### src/rtl/image_conv3x3.sv
// image_conv3x3
//   Pipelined 3x3 convolution stage placed directly after the 3x3 kernel
//   (window) stage. Each beat carries a flattened 3x3 window plus a data
//   type tag. Pixel beats are filtered with a signed coefficient bank, then
//   right-shifted and clamped. Every beat has a fixed latency of three
//   register stages. Coefficients are written into a pending bank and copied
//   into the active bank on each FRAME_START beat, so a frame never sees a
//   mix of old and new coefficients.
//
// Optional feature macro: IMAGE_CONV_ABS_EN
//   When defined, the magnitude of the sum is taken before shift and clamp
//   (edge kernels give magnitude output). When undefined, negative results
//   clamp to 0.
//
// Ports
//   clk       pixel clock
//   resetb    asynchronous active-low reset
//   enable    1 = filter, 0 = bypass centre pixel; captured at frame start
//   cfg_we    config write strobe
//   cfg_addr  0-8 coef[r*3+c], 9 shift (low 4 bits), 10-15 ignored
//   cfg_data  config write data
//   dvi       input valid
//   dtypei    input data type
//   kerneli   window, [(r*3+c)*DATA_WIDTH +: DATA_WIDTH]; r0 oldest row, c0 oldest col
//   dvo       output valid
//   dtypeo    output data type
//   datao     filtered pixel (centre pixel on non-pixel beats or in bypass)
module image_conv3x3 #(
    parameter int DATA_WIDTH  = 8,
    parameter int COEF_WIDTH  = 8,
    parameter int DTYPE_WIDTH = 4,
    parameter logic [DTYPE_WIDTH-1:0] DTYPE_FRAME_START = 'h1,
    parameter logic [DTYPE_WIDTH-1:0] DTYPE_PIXEL_MASK  = 'h8
) (
    input  logic                    clk,
    input  logic                    resetb,
    input  logic                    enable,
    input  logic                    cfg_we,
    input  logic [3:0]              cfg_addr,
    input  logic [COEF_WIDTH-1:0]   cfg_data,
    input  logic                    dvi,
    input  logic [DTYPE_WIDTH-1:0]  dtypei,
    input  logic [9*DATA_WIDTH-1:0] kerneli,
    output logic                    dvo,
    output logic [DTYPE_WIDTH-1:0]  dtypeo,
    output logic [DATA_WIDTH-1:0]   datao
);

    localparam int PW = DATA_WIDTH + COEF_WIDTH + 1; // product width
    localparam int SW = PW + 4;                      // sum width
    localparam int AW = SW + 1;                      // magnitude width

    // Coefficient banks
    logic signed [COEF_WIDTH-1:0] pend_coef [9];
    logic signed [COEF_WIDTH-1:0] act_coef  [9];
    logic [3:0]                   pend_shift;
    logic [3:0]                   act_shift;
    logic                         act_en;
    logic                         in_frame;

    // Stage 1
    logic                         v1;
    logic [DTYPE_WIDTH-1:0]       t1;
    logic [DATA_WIDTH-1:0]        c1;
    logic                         f1;
    logic [3:0]                   sh1;
    logic signed [PW-1:0]         prod1 [9];

    // Stage 2
    logic                         v2;
    logic [DTYPE_WIDTH-1:0]       t2;
    logic [DATA_WIDTH-1:0]        c2;
    logic                         f2;
    logic [3:0]                   sh2;
    logic signed [SW-1:0]         sum2;

    // Combinational
    logic                         fs;
    logic                         pass;
    logic                         is_pix;
    logic                         eff_en;
    logic [3:0]                   eff_shift;
    logic signed [PW-1:0]         prod_c [9];
    logic signed [SW-1:0]         sum_c;
    logic signed [AW-1:0]         mag;
    logic signed [AW-1:0]         shifted;
    logic [DATA_WIDTH-1:0]        clamped;

    assign fs     = dvi && (dtypei == DTYPE_FRAME_START);
    // After reset nothing is emitted until a FRAME_START opens a new frame.
    assign pass   = dvi && (in_frame || fs);
    assign is_pix = |(dtypei & DTYPE_PIXEL_MASK);

    // The FRAME_START beat itself already uses the bank it is loading.
    assign eff_en    = fs ? enable     : act_en;
    assign eff_shift = fs ? pend_shift : act_shift;

    always_comb begin
        for (int unsigned k = 0; k < 9; k++) begin
            prod_c[k] = '0;
            prod_c[k] = PW'(fs ? pend_coef[k] : act_coef[k]) *
                        PW'($signed({1'b0, kerneli[k*DATA_WIDTH +: DATA_WIDTH]}));
        end
    end

    always_comb begin
        sum_c = '0;
        for (int unsigned k = 0; k < 9; k++) begin
            sum_c = sum_c + SW'(prod1[k]);
        end
    end

    always_comb begin
        mag = AW'(sum2);
`ifdef IMAGE_CONV_ABS_EN
        if (sum2 < 0) begin
            mag = -AW'(sum2);
        end
`endif
        shifted = mag >>> sh2;
        if (shifted[AW-1]) begin
            clamped = '0;
        end else if (|shifted[AW-2:DATA_WIDTH]) begin
            clamped = '1;
        end else begin
            clamped = shifted[DATA_WIDTH-1:0];
        end
    end

    // Configuration and frame-start bank transfer
    always_ff @(posedge clk or negedge resetb) begin
        if (!resetb) begin
            for (int unsigned k = 0; k < 9; k++) begin
                pend_coef[k] <= (k == 4) ? COEF_WIDTH'(1) : '0;
                act_coef[k]  <= (k == 4) ? COEF_WIDTH'(1) : '0;
            end
            pend_shift <= '0;
            act_shift  <= '0;
            act_en     <= 1'b0;
            in_frame   <= 1'b0;
        end else begin
            if (fs) begin
                act_coef  <= pend_coef;
                act_shift <= pend_shift;
                act_en    <= enable;
                in_frame  <= 1'b1;
            end
            if (cfg_we) begin
                for (int unsigned k = 0; k < 9; k++) begin
                    if (cfg_addr == 4'(k)) begin
                        pend_coef[k] <= cfg_data;
                    end
                end
                if (cfg_addr == 4'd9) begin
                    pend_shift <= cfg_data[3:0];
                end
            end
        end
    end

    // Three-stage datapath
    always_ff @(posedge clk or negedge resetb) begin
        if (!resetb) begin
            v1     <= 1'b0;
            t1     <= '0;
            c1     <= '0;
            f1     <= 1'b0;
            sh1    <= '0;
            for (int unsigned k = 0; k < 9; k++) begin
                prod1[k] <= '0;
            end
            v2     <= 1'b0;
            t2     <= '0;
            c2     <= '0;
            f2     <= 1'b0;
            sh2    <= '0;
            sum2   <= '0;
            dvo    <= 1'b0;
            dtypeo <= '0;
            datao  <= '0;
        end else begin
            v1     <= pass;
            t1     <= dtypei;
            c1     <= kerneli[4*DATA_WIDTH +: DATA_WIDTH];
            f1     <= eff_en && is_pix;
            sh1    <= eff_shift;
            prod1  <= prod_c;

            v2     <= v1;
            t2     <= t1;
            c2     <= c1;
            f2     <= f1;
            sh2    <= sh1;
            sum2   <= sum_c;

            dvo    <= v2;
            dtypeo <= t2;
            datao  <= f2 ? clamped : c2;
        end
    end

endmodule

### config.mk
export PLATFORM = sky130hd
export DESIGN_NAME = image_conv3x3
export DESIGN_NICKNAME = d
export VERILOG_FILES = /design/src/rtl/image_conv3x3.sv
export SDC_FILE = /design/constraint.sdc
export NUM_CORES = 2
export LEC_CHECK = 0
export CAP_MARGIN = 20
export CORE_ASPECT_RATIO = 1.2
export CORE_MARGIN = 2
export CORE_UTILIZATION = 30
export DETAILED_ROUTE_END_ITERATION = 6
export PLACE_DENSITY_LB_ADDON = 0.05
export SETUP_SLACK_MARGIN = 0.05
export SLEW_MARGIN = 0
export SYNTH_ARGS = -nofsm -noshare
export SYNTH_HDL_FRONTEND = slang
export SYNTH_SLANG_ARGS = --single-unit
### constraint.sdc
create_clock -name clk -period 5.5 [get_ports clk]
set_input_delay 0.825 -clock clk [delete_from_list [all_inputs] [get_ports clk]]
set_output_delay 0.825 -clock clk [all_outputs]
set_load 0.01 [all_outputs]
==> results.json <==
{
  "status": "complete, no violations",
  "drtPass1Iterations": 5,
  "ys_async_sr_fraction_pct": 100,
  "pin_count": 106,
  "antenna_found_initial": 8,
  "crit_type": "primary input to flip-flop",
  "cts_buffers": 49,
  "ys_ff_latch": 373,
  "dieArea_sq_um": 134000,
  "clk_latency_ps": 660,
  "critPathCaptureType": "flip-flop",
  "finalCriticalPeriod_ps": 5330,
  "ant_nets": 0,
  "synth-edff-count": 0,
  "placed_area_sq_um": 46400,
  "r2r_end": "sum2[18]",
  "seq_area_frac_synth_pct": 23.8,
  "fillers": 13200,
  "layout_setup_ws_ps": 172,
  "drc_errors": 0,
  "grt_pass1_vias": 30600,
  "cts_sinks": 373,
  "syn_nets": 4884,
  "dp_hpwl_um": 89600,
  "clk_pin_slew_worst_paths_ps": 60,
  "die_w_um": 334,
  "timing.final.crit_share_pct": 96.9,
  "synthCells": 3856,
  "wl_per_cell_um": 17.5,
  "synth_area_sq_um": 39200,
  "rsz0062_at_grt": "yes",
  "htree_levels": 2,
  "route.met2.wl_um": 57300,
  "grt_pass1_wl_um": 179000,
  "place_ws_ps": -928,
  "overflow": 0,
  "routed.top_layer": "met4",
  "yosys.cell_types.count": 63,
  "viasPerCell": 4.31,
  "grt_usage_pct": 17.4,
  "nets": 5567,
  "setup_viol": 0,
  "yosysWarnings": 0,
  "die_h_um": 400,
  "cts_root_buffer": "clkbuf_16",
  "cp.required_ps": 6050,
  "cts_tree": "built",
  "gp_congestion": 0.792,
  "wl_met3_um": 3120,
  "dr_total_vias": 27000,
  "cp-start-kind": "primary input",
  "grt_max_degree": 109,
  "relSlewSlack_pct": 31.8,
  "cp_max_fo": 7,
  "met1_length_um": 48000,
  "design_area_sq_um": 49200,
  "fmax_mhz": 188,
  "avgSynthCellArea_sq_um": 10.2,
  "drv_cap": 0,
  "synth_ff_type": "dfrtp_1",
  "wirelength_um": 110000,
  "clock_path_buffers": 3,
  "worstRegToRegCells": 15,
  "r2r_slack_ps": 410,
  "start_util_pct": 30.2,
  "worst_pin_slew_ps": 1020,
  "num_rows": 145,
  "drive_gt1_share_pct": 20.5,
  "drt-initial-drc-count": 793,
  "reg2reg_from": "prod1[121]",
  "skew_ps": 30.8,
  "cts_hold_buf": 0,
  "drv_slew": 0,
  "hold_violations": 0,
  "worstHoldPathType": "primary input to asynchronous set/reset pin",
  "area.growth.synth_to_final_pct": 25.5,
  "cp_data_arrival_time_ps": 5870,
  "port_buffers": 105,
  "core-area_sq_um": 130000
}
## synth_stat cells, types with 32 or more instances
library cell	count	share of area, %
inv_1	1049	10
fa_1	608	31
dfrtp_1	371	24
ha_1	327	10
nand2_1	327	3.1
and2_1	213	3.4
mux2_2	142	4.1
nor2b_1	123	2.0
xnor2_1	111	2.5
a21oi_1	98	1.3
nor2_1	95	0.91
o21ai_0	43	0.55
nand3_1	35	0.45
xor2_1	32	0.71
## routing by layer
metal  global-route usage, %  up-vias
li1                        -    13000
met1                    22.6    13700
met2                    31.9      250
met3                    1.75       89
met4                    2.41        0
met5                       0        -
## sequential cells by signal (all words and copies together), names as in the netlist
register	count
act_coef	72
act_en	1
c1	8
c2	8
datao	8
dtypeo	4
dvo	1
f1	1
f2	1
in_frame	1
pend_coef	72
pend_shift	4
prod1	153
sh1	4
sh2	4
sum2	21
t1	4
t2	4
v1	1
v2	1
## worst max-delay path by stage
stage,start,to,slack [ps],depth (start not counted)
after detailed placement,dtypei[1],prod1[33],-930,18
after CTS,dtypei[2],prod1[33],10,18
after global routing,dtypei[1],prod1[116],30,24
after floorplan,dtypei[1],prod1[49],40,20
after global placement,dtypei[1],prod1[33],-970,18
final,dtypei[1],prod1[33],170,21
## layout make-up
class                      count  area [sq um]  share of cell area [%]
antenna                        5          12.5                  0.0254
clock buffer                  63          1340                    2.72
clock inverter                26           364                   0.740
inverter                    1049          3940                    8.00
multi-input combinational   2402         26600                    54.0
sequential                   373          9340                    19.0
tap                         1690          2110                    4.30
timing repair buffer         664          5540                    11.3
## timing repair
action                     4_1_cts  5_1_grt
setup endpoints to repair       56       62
pin swaps                       20       51
gates cloned                     4        1
setup buffers                   18       19
resized for setup               51      121
## worst max-delay path, stage by stage
cell,delay [ps]
buf_6,100
nor4_4,310
buf_12,230
buf_12,120
buf_16,140
mux2_4,380
nand2_4,90
fa_2,500
fa_1,520
inv_1,50
fa_1,520
inv_2,50
fa_1,520
inv_2,50
ha_4,250
a2111oi_4,280
o211ai_1,130
buf_4,170
a311o_1,270
a21oi_2,180
xnor2_2,140
## through the flow
step / TNS [ps] / instances / util (%) / hold WS [ps]
floorplan: 0 / 3856 / - / 331
global placement: -54390 / 6136 / 35.7 / 333
detailed placement: -54870 / 6136 / 35.7 / 335
CTS: 0 / 6247 / 37.4 / 148
global route: 0 / 6267 / 37.9 / 189
finish: 0 / 6272 / 37.9 / 172
## cells in the final DEF (no fill, tap or decap), types with 10 or more instances in the layout
| cell | instances |
|---|---|
| xnor2_1 | 107 |
| ha_1 | 306 |
| dfrtp_1 | 371 |
| mux2i_1 | 27 |
| nor2b_1 | 123 |
| buf_12 | 13 |
| and2_1 | 207 |
| o21bai_1 | 14 |
| a21oi_2 | 17 |
| nor2_1 | 93 |
| clkdlybuf4s50_1 | 92 |
| o21ai_2 | 11 |
| nand2_2 | 16 |
| o2111ai_2 | 10 |
| mux2_2 | 111 |
| o221ai_1 | 11 |
| a21o_1 | 22 |
| fa_1 | 598 |
| nand4_1 | 12 |
| nand2b_1 | 11 |
| xor2_1 | 32 |
| mux2_4 | 31 |
| nand2_1 | 308 |
| o21a_1 | 21 |
| nand3_1 | 35 |
| a21oi_1 | 80 |
| inv_1 | 1042 |
| clkbuf_16 | 50 |
| ha_4 | 18 |
| buf_4 | 532 |
| fa_2 | 10 |
| o21ai_0 | 22 |
| nor3_1 | 17 |
## kinds of logic (layout without fill, tap and decap cells)
logic type,count (synthesis),after routing,synth area share [%]
other,0,5,0
xor gates and xnor gates,143,143,3.19
AOI/OAI and AO/OA,287,287,4.85
DFF,373,373,23.8
buffers and inverters,1081,1802,10.4
and+or+nand+nor,858,858,10.9
muxes,179,179,5.36
adders and majority gates,935,935,41.5
Power is left out: the tool's default activity adds up to more than one toggle a clock period on the data nets, which glitch-free logic cannot reach.
